**src/rtl/ahb_sram_slave.sv**
```systemverilog
// ahb_sram_slave: AHB-Lite responder driving one single-port synchronous RAM bank.
module ahb_sram_slave #(
  parameter int ADDR_W = 14
) (
  input  logic              clk,
  input  logic              resetn,
  input  logic              hsel,
  input  logic [31:0]       haddr,
  input  logic [1:0]        htrans,
  input  logic              hwrite,
  input  logic [2:0]        hsize,
  input  logic [31:0]       hwdata,
  input  logic              hreadyin,
  output logic              hready,
  output logic              hresp,
  output logic [31:0]       hrdata,
  output logic              ram_en,
  output logic              ram_rwn,
  output logic [ADDR_W-1:0] ram_addr,
  output logic [3:0]        ram_wben,
  output logic [31:0]       ram_wdata,
  input  logic [31:0]       ram_rdata
);
  typedef enum logic [2:0] {IDLE, WR, RD1, RD2, ERR1, ERR2} state_t;
  state_t            state_q, state_d;
  logic [ADDR_W-1:0] addr_q, addr_d;
  logic [1:0]        lsb_q, lsb_d;
  logic [2:0]        size_q, size_d;
  logic              accept, legal, unused_haddr;
  assign unused_haddr = ^haddr[31:ADDR_W+2];
  always_comb begin
    hready  = state_q == IDLE || state_q == WR || state_q == RD2 || state_q == ERR2;
    hresp   = state_q == ERR1 || state_q == ERR2;
    accept  = hsel && htrans[1] && hreadyin && hready;
    legal   = hsize <= 3'd2 && !(hsize == 3'd1 && haddr[0]) && !(hsize == 3'd2 && haddr[1:0] != 2'd0);
    state_d = state_q == RD1 ? RD2 : state_q == ERR1 ? ERR2 : !accept ? IDLE : !legal ? ERR1 : hwrite ? WR : RD1;
    addr_d  = accept ? haddr[ADDR_W+1:2] : addr_q;
    lsb_d   = accept ? haddr[1:0] : lsb_q;
    size_d  = accept ? hsize : size_q;
  end
  always_ff @(posedge clk or negedge resetn) begin
    if (!resetn) begin
      state_q <= IDLE;
      addr_q  <= '0;
      lsb_q   <= '0;
      size_q  <= '0;
    end else begin
      state_q <= state_d;
      addr_q  <= addr_d;
      lsb_q   <= lsb_d;
      size_q  <= size_d;
    end
  end
  // Strobes decode straight from the registered state so reset drops them at once.
  always_comb begin
    ram_en    = state_q == WR || state_q == RD1;
    ram_rwn   = state_q != WR;
    ram_addr  = addr_q;
    ram_wdata = state_q == WR ? hwdata : 32'd0;
    ram_wben  = state_q != WR ? 4'b0000 : size_q == 3'd0 ? 4'b0001 << lsb_q :
                size_q == 3'd1 ? (lsb_q[1] ? 4'b1100 : 4'b0011) : 4'b1111;
    hrdata    = state_q == RD2 ? ram_rdata : 32'd0;
  end
endmodule

```
**config.mk**
```make
export PLATFORM = sky130hd
export DESIGN_NAME = ahb_sram_slave
export DESIGN_NICKNAME = d
export VERILOG_FILES = /design/src/rtl/ahb_sram_slave.sv
export SDC_FILE = /design/constraint.sdc
export NUM_CORES = 1
export LEC_CHECK = 0
export BUFFER_PORTS_ARGS = -buffer_cell sky130_fd_sc_hd__buf_2
export CAP_MARGIN = 0
export CELL_PAD_IN_SITES_DETAIL_PLACEMENT = 1
export CELL_PAD_IN_SITES_GLOBAL_PLACEMENT = 2
export CORE_ASPECT_RATIO = 1.1
export CORE_UTILIZATION = 12
export DETAILED_ROUTE_END_ITERATION = 8
export PLACE_DENSITY_LB_ADDON = 0.1
export RECOVER_POWER = 25
export SLEW_MARGIN = 40
export SYNTH_ARGS = -nofsm -noshare
export SYNTH_HDL_FRONTEND = slang
export SYNTH_SLANG_ARGS = --single-unit
```
**constraint.sdc**
```tcl
create_clock -name clk -period 1.6 [get_ports clk]
set_input_delay 0.32 -clock clk [delete_from_list [all_inputs] [get_ports clk]]
set_output_delay 0.32 -clock clk [all_outputs]
set_load 0.02 [all_outputs]
```
==> metrics.cfg, run 1 <==
[die]
row_count = 41
pin_count = 192
start_util_pct = 12.3
die_height_um = 116
dieArea_sq_um = 12200
die_w_um = 106
core_area_sq_um = 11500

[global_route]
antenna_found_initial = 0
grt_pass1_vias = 1951
grt_pass1_wl_um = 9820
grt_use_total_pct = 10.3
overflow = 0
grt_max_degree = 23

[timing]
grt_setup_unrepaired = true
max_slew_margin_pct = 18.0
setup_viol = 87
period_needed_ns = 1.80
tns_ns = -11.97
hold_viol = 0
skew_ns = 0.00341
finalCritPeriodShare_pct = 112
max_freq_mhz = 556
final_max_slew_viol_count = 0
setup_slack_ns = -0.198
tightestPinTransition_ns = 1.23

[synth]
synth_cells = 147
yosys-top-cells-area = dfrtp_1 (39%), and2_1 (28%), mux2_1 (11%), mux2_2 (4.0%), a21oi_1 (2.1%)
synthesis.area_sq_um = 1420
synth_area_per_cell_sq_um = 9.63
ys_seq_area_share_pct = 38.9
async_reset_ff_share_pct = 100
ys_ff_latch = 22
synth_top_area_share_pct = 38.9
synth_cell_types = 22
yosysMostFrequentCell = and2_1
synth_ff_type = dfrtp_1
synthTopCellsByCount = and2_1 (64), dfrtp_1 (22), mux2_1 (14)
yosysWarnings = 0
yosysTopAreaCell = dfrtp_1
syn_nets = 253
synth_edf_count = 0

[placement]
preCtsSetupSlack_ns = -0.0430
dp.cells = 471
io_buffers = 174
dp_hpwl_um = 4740
gp_congestion = 0.697
placed_area_sq_um = 2610

[worst_setup_path]
crit_path_cell_trace = nand2b_4 -> nor2_4 -> buf_12 -> buf_16 -> and2_2 -> buf_6
cp-start-kind = flop
r2r_slack_ns = -0.13
path_class = reg2out
worstPathArrival_ns = 1.48
endpoint_kind = primary output
slowest_stage = dfrtp_1
cp.required_ns = 1.28
critPathMaxStageDelay_ns = 0.39
cp_max_fo = 8

[cts]
clockBufferDepth = 2
htree_levels = 1
cts_root_buffer = clkbuf_16
clock-sinks = 22
clock_latency_ns = 0.25
clkTransAtPathRegs_ns = 0.06
cts_buffers = 3
cts_tree = done

[power]
clkPwrFrac_pct = 13.6
p_int_w = 0.00262
sequentialPowerShare_pct = 22.4
combPwrFrac_pct = 64.0
p_leak_nw = 1.76
power_density_nw_per_um2 = 1210
p_sw_share_pct = 38.5
p_sw_w = 0.00164
ir_drop_v = 0.000493

[run_status]
outcome = finished with violations
violations = setup timing

[cells_and_area]
drive_gt1_share_pct = 85.7
num-fill-cells = 1344
multi_input_area_sq_um = 1070
diodes = 0
area_growth_syn_to_layout_pct = 148
final_cells = 485
final_nets = 442
seqCellArea_sq_um = 553
fin_area_sq_um = 3510

[route]
ant_nets = 0
drt_iter0_drc = 10
drc = 0
firstDrtPassIters = 4
via_count = 1801
routed_wl_um = 6490
detail_route.wl_per_cell_um = 13.4
vias_per_cell = 3.71

[min_path]
min_path_type = in2reg

[job]
maxCapViolCount = 0

-- path summary, 6_finish.rpt --
kind,start,end,cells past startpoint
max,state_q[2],hrdata[11],6
min,hwrite,state_q[1],2
max reg2reg,state_q[2],ram_addr[0],6
min reg2reg,ram_addr[0],ram_addr[0],1
max in group asynchronous,resetn,state_q[1],1
min in group asynchronous,resetn,ram_addr[0],1
-- worst max-delay path, delay by kind of cell, from the launching register on --
family / cells / cell delay [ns]
flip-flops: 1 / 0.39
buffers and inverters: 3 / 0.36
AND/OR/NAND/NOR: 3 / 0.46
-- cells by family (layout without fill, tap and decap cells) --
kind of cell,count (synthesis),after routing,share of synthesized area [%]
buffers and inverters,14,202,4.42
multiplexers,19,19,15.1
AO/OA/AOI/OAI,16,16,8.31
flip-flops,22,22,38.9
AND/OR/NAND/NOR,74,74,32.0
XOR/XNOR,2,2,1.24
-- layout make-up --
cell class | instances | share of cell area (%)
well taps | 150 | 5.34
multi-input cells | 111 | 30.4
inverters | 5 | 0.677
flip-flops and latches | 22 | 15.7
repair buffers | 193 | 45.3
clock buffers | 4 | 2.53
-- timing repair --
action	4_1_cts	5_1_grt
setup endpoints to repair	90	91
pin swaps	20	6
setup buffers	5	1
hold buffers	0	0
gates cloned	4	0
resized for setup	187	30
endpoints found under the hold margin	0	0
-- cells in the final DEF (no fill, tap or decap), types with 2 or more instances in the layout --
| master | instances |
|---|---|
| nor2_4 | 3 |
| buf_6 | 72 |
| buf_4 | 10 |
| dfrtp_1 | 20 |
| o21bai_1 | 3 |
| buf_2 | 102 |
| a21oi_2 | 2 |
| clkbuf_16 | 3 |
| inv_1 | 4 |
| xnor2_1 | 2 |
| o21ai_0 | 2 |
| and2_1 | 4 |
| and2_2 | 19 |
| buf_12 | 4 |
| a21oi_4 | 3 |
| mux2_1 | 5 |
| and2_4 | 41 |
| buf_16 | 4 |
| mux2_4 | 14 |
| dfrtp_2 | 2 |
-- registers in the layout (all words and copies together) (netlist names) --
name      cells
size_q        3
state_q       3
ram_addr     14
lsb_q         2
-- power groups by stage --
stage | Sequential (W) | Clock [W] | Combinational [W]
floorplan | 0.00114 | 0 | 0.000956
global placement | 0.000945 | 0 | 0.00192
detailed placement | 0.000952 | 0 | 0.00192
CTS | 0.000955 | 0.000608 | 0.00259
global route | 0.000995 | 0.000627 | 0.00291
finish | 0.000955 | 0.000580 | 0.00273
-- per-layer routing --
layer | global-route usage (%) | vias up | part of all wire (%) | routed length [um]
met5 | 0 | - | 0 | 0
met4 | 2.22 | 0 | 0.49 | 32
met3 | 3.71 | 2 | 11 | 718
met2 | 20.0 | 105 | 54 | 3480
met1 | 10.7 | 841 | 35 | 2250
li1 | - | 853 | - | -
-- stage by stage --
stage	util [%]	hold WS [ns]	power, W
CTS	29.7	0.0597	0.00415
global placement	22.7	0.333	0.00286
global route	30.6	0.270	0.00454
finish	30.6	0.278	0.00427
detailed placement	22.7	0.337	0.00287
floorplan	-	0.0244	0.00209
(Power assumes the default switching activity.)
==> run 2: changes to the inputs <==
--- a/config.mk
+++ b/config.mk
@@ -14,6 +14,7 @@
 export DETAILED_ROUTE_END_ITERATION = 8
 export PLACE_DENSITY_LB_ADDON = 0.1
 export RECOVER_POWER = 25
+export SETUP_SLACK_MARGIN = 0.02
 export SLEW_MARGIN = 40
 export SYNTH_ARGS = -nofsm -noshare
 export SYNTH_HDL_FRONTEND = slang
==> metrics.cfg, run 2 (synthesis gave the netlist of run 1 again) <==
[run_status]
outcome = finished with violations
violations = setup timing

[power]
power_density_nw_per_um2 = 1330
ir_drop_v = 0.000473
p_total_w = 0.00422
p_leak_nw = 1.69

[die]
die_w_um = 106
dieArea_sq_um = 12200
start_util_pct = 12.3
core_area_sq_um = 11500
pin_count = 192
die_height_um = 116
row_count = 41

[min_path]
min_path_type = in2reg
hold_end = ram_addr[7]
holdPathStages = 2
hp-start = haddr[9]

[placement]
gp_congestion = 0.657
dp_hpwl_um = 4760
placed_area_sq_um = 2610
preCtsSetupSlack_ns = -0.0526
dp.cells = 471
io_buffers = 174

[cells_and_area]
num-fill-cells = 1367
largest_register_ffs = 14
final_nets = 441
final_cell_mix = buf_2 (133), buf_6 (45), and2_1 (32), and2_4 (22), dfrtp_1 (20)
diodes = 0
mostFrequentLayoutCell = buf_2
fin_area_sq_um = 3180
utilization_pct = 27.6
area_growth_syn_to_layout_pct = 124
final_cells = 484
drive_gt1_share_pct = 78.1

[global_route]
grt_pass1_vias = 1772
overflow = 0
grt_pass1_wl_um = 8620
grt_use_total_pct = 8.92
antenna_found_initial = 0
grt_max_degree = 33

[timing]
tightestPinTransition_ns = 1.23
final_max_slew_viol_count = 0
max_freq_mhz = 565
setup_viol = 92
setup_slack_ns = -0.171
grt_setup_unrepaired = true
finalCritPeriodShare_pct = 111
max_slew_margin_pct = 18.2
skew_ns = 0.00277
period_needed_ns = 1.77
hold_viol = 0

[cts]
cts_root_buffer = clkbuf_16
ctsHoldBuffers = 0
clock-sinks = 22
clock_latency_ns = 0.25
htree_levels = 1
cts_tree = done
clockBufferDepth = 2
cts_buffers = 3
clkTransAtPathRegs_ns = 0.06

[job]
maxCapViolCount = 0

[worst_setup_path]
worstPathArrival_ns = 1.45
r2r_start = state_q[2]
cp_max_fo = 10
cp.required_ns = 1.28
path_class = reg2out
cp-start-kind = flop
reg2reg_depth = 6
r2r_slack_ns = -0.15
r2r_end = ram_addr[2]
cp-startpoint = state_q[2]
endpoint_kind = primary output

[route]
detail_route.wl_per_cell_um = 12.3
drc = 0
drt_iter0_drc = 22
routed_wl_um = 5950
firstDrtPassIters = 2
ant_nets = 0
via_count = 1765
vias_per_cell = 3.65

==> run 2: cell count changes in the layout (fill, tap and decap cells not counted), sizes merged <==
cell	previous run	this run
buf	192	191
==> run 2: layout make-up <==
cell class | count | area (sq um) | area share (%)
timing repair buffer | 192 | 1300 | 40.9
multi-input combinational | 111 | 1020 | 32.3
inverter | 5 | 23.8 | 0.748
clock buffer | 4 | 88.8 | 2.80
sequential | 22 | 553 | 17.4
tap | 150 | 188 | 5.91
==> run 2: metrics by stage <==
step / hold slack (ns) / setup TNS, ns
global placement: 0.326 / -0.947
detailed placement: 0.328 / -0.809
global route: 0.283 / -20.00
finish: 0.281 / -12.83
CTS: 0.0544 / -13.73
floorplan: 0.0244 / 0
==> run 2: worst max-delay path by stage <==
stage | endpoint | slack, ns | depth (start not counted)
after floorplan | hrdata[11] | 0.05 | 4
after global placement | hrdata[1] | -0.05 | 5
after detailed placement | ram_wdata[9] | -0.05 | 5
after CTS | ram_wdata[1] | -0.24 | 6
after global routing | ram_wdata[9] | -0.27 | 5
final | ram_wdata[1] | -0.17 | 5
==> run 2: layer usage <==
metal	global-route usage (%)	vias to the layer above	wire, um
met4	2.69	0	70
li1	-	845	-
met2	15.3	113	2940
met1	10.3	801	2270
met5	0	-	0
met3	3.60	6	665
==> run 2: where the power goes <==
| group | total (W) | switching (W) | internal [W] |
|---|---|---|---|
| logic | 0.00268 | 0.00127 | 0.00142 |
| clock network | 0.000574 | 0.000193 | 0.000381 |
| registers | 0.000961 | 0.000162 | 0.000799 |
==> run 2: worst max-delay path, stage by stage, from the launching register on <==
cell and delay, ns:
dfrtp_1 0.40, nand2b_4 0.17, nor2_4 0.19, buf_6 0.17, and2_2 0.15, buf_6 0.11
==> run 2: timing repair <==
| action | CTS | global route |
|---|---|---|
| pin swaps | 2 | 14 |
| resized for setup | 89 | 53 |
| endpoints found under the setup margin | 76 | 92 |
| setup buffers | 5 | 4 |
| cloned | 1 | 1 |
==> run 3: changes to the inputs <==
--- a/config.mk
+++ b/config.mk
@@ -12,6 +12,7 @@
 export CORE_ASPECT_RATIO = 1.1
 export CORE_UTILIZATION = 12
 export DETAILED_ROUTE_END_ITERATION = 8
+export GPL_TIMING_DRIVEN = 0
 export PLACE_DENSITY_LB_ADDON = 0.1
 export RECOVER_POWER = 25
 export SETUP_SLACK_MARGIN = 0.02
==> metrics.cfg, run 3 (synthesis gave the netlist of run 1 again) <==
[cts]
ctsHoldBuffers = 0
cts_buffers = 3
cts_root_buffer = clkbuf_16
htree_levels = 1
clock-sinks = 22
clkTransAtPathRegs_ns = 0.06
cts_tree = done
clockBufferDepth = 2
clock_latency_ns = 0.25

[worst_setup_path]
cp-startpoint = state_q[2]
critPathMaxStageDelay_ns = 0.42
path_class = reg2out
critPathTopFamily = buffers and inverters
slowest_stage = dfrtp_2
crit_path_cell_trace = nand2b_4 -> nor2_4 -> buf_12 -> buf_6 -> inv_6 -> a21oi_4 -> buf_6
cp_max_fo = 9
cpMostUsedCell = buf_6
endpoint_kind = primary output
worstPathArrival_ns = 1.52
r2r_start = state_q[2]
cp_num_buf_inv = 4
cp-start-kind = flop
cp.required_ns = 1.28

[timing]
hold_viol = 0
setup_slack_ns = -0.240
final_max_slew_viol_count = 0
period_needed_ns = 1.84
max_slew_margin_pct = 14.4
grt_setup_unrepaired = true
fin_hold_ws_ns = 0.286
setup_viol = 85
tightestPinTransition_ns = 1.28
skew_ns = 0.00332
max_freq_mhz = 543
finalCritPeriodShare_pct = 115

[route]
detail_route.wl_per_cell_um = 13.3
firstDrtPassIters = 4
routed_wl_um = 6520
via_count = 1802
vias_per_cell = 3.67
ant_nets = 0
drt_iter0_drc = 39
drc = 0

[power]
combPwrFrac_pct = 62.8
clkPwrFrac_pct = 14.1
p_leak_nw = 1.77
p_int_w = 0.00252
p_sw_w = 0.00161
ir_drop_v = 0.000484
p_sw_share_pct = 39.0
power_density_nw_per_um2 = 1170
sequentialPowerShare_pct = 23.1

[global_route]
antenna_found_initial = 0
grt_max_degree = 23
grt_use_total_pct = 10.4
grt_pass1_vias = 2033
overflow = 0
grt_pass1_wl_um = 10000

[cells_and_area]
area_growth_syn_to_layout_pct = 149
mostFrequentLayoutCell = buf_2
fin_area_sq_um = 3520
final_cell_mix = buf_2 (102), buf_6 (74), and2_4 (57), dfrtp_1 (20), buf_4 (9)
final_nets = 448
diodes = 0
drive_gt1_share_pct = 85.6
largest_register_ffs = 14

[job]
maxCapViolCount = 0

[placement]
dp_hpwl_um = 4960
placed_area_sq_um = 2560
preCtsSetupSlack_ns = -0.366
io_buffers = 174
gp_congestion = 0.656

[die]
start_util_pct = 12.3
die_height_um = 116
dieArea_sq_um = 12200
pin_count = 192
core_area_sq_um = 11500
row_count = 41
die_w_um = 106

[min_path]
min_path_type = in2reg
hp-start = haddr[12]

[run_status]
outcome = finished with violations
violations = setup timing

## run 3: cell count changes in the layout (fill, tap and decap cells not counted), sizes merged
cell,before,now
buf,191,193
clkbuf,5,10
## run 3: power groups by stage
stage                     clock (W)  sequential [W]  combinational, W
after floorplan                   0         0.00114          0.000995
after global placement            0        0.000960           0.00185
after detailed placement          0        0.000965           0.00184
after CTS                  0.000608        0.000960           0.00257
after global routing       0.000626         0.00100           0.00277
final                      0.000583        0.000956           0.00260
## run 3: what timing repair did
action	4_1_cts	5_1_grt
setup buffers	9	0
endpoints found under the setup margin	89	92
gates cloned	7	0
pin swaps	34	3
hold endpoints to repair	0	0
gates resized for setup	237	16
## run 3: path summary, 6_finish.rpt
| path | endpoint | slack (ns) | cells past startpoint |
|---|---|---|---|
| setup / recovery | ram_wben[3] | -0.24 | 7 |
| hold / removal | ram_addr[10] | 0.29 | 2 |
| setup reg to reg | ram_addr[2] | -0.09 | 5 |
| hold reg to reg | ram_addr[10] | 0.48 | 1 |
| max in group asynchronous | state_q[2] | 0.42 | 1 |
| min in group asynchronous | ram_addr[1] | 0.33 | 1 |
## run 3: metal layers
layer	GRT usage, %	vias up	part of all wire (%)
li1	-	859	-
met1	10.9	832	37
met2	19.2	107	51
met3	4.33	4	11
met4	2.59	0	0.78
met5	0	-	0
## run 3: through the flow
stage	power [W]	utilization, %	setup TNS, ns	instances
finish	0.00414	30.7	-14.65	491
global route	0.00440	30.7	-19.02	491
CTS	0.00414	30.3	-16.93	491
detailed placement	0.00280	22.3	-20.87	471
global placement	0.00281	22.3	-20.40	471
floorplan	0.00214	-	0	147
## run 3: area by class of cell
type                            count  area (sq um)
Fill cell                        1346          7970
Timing Repair Buffer              190          1490
Multi-Input combinational cell    111          1050
Sequential cell                    22           553
Tap cell                          150           188
Buffer                              9           120
Clock buffer                        4          88.8
Inverter                            5          26.3
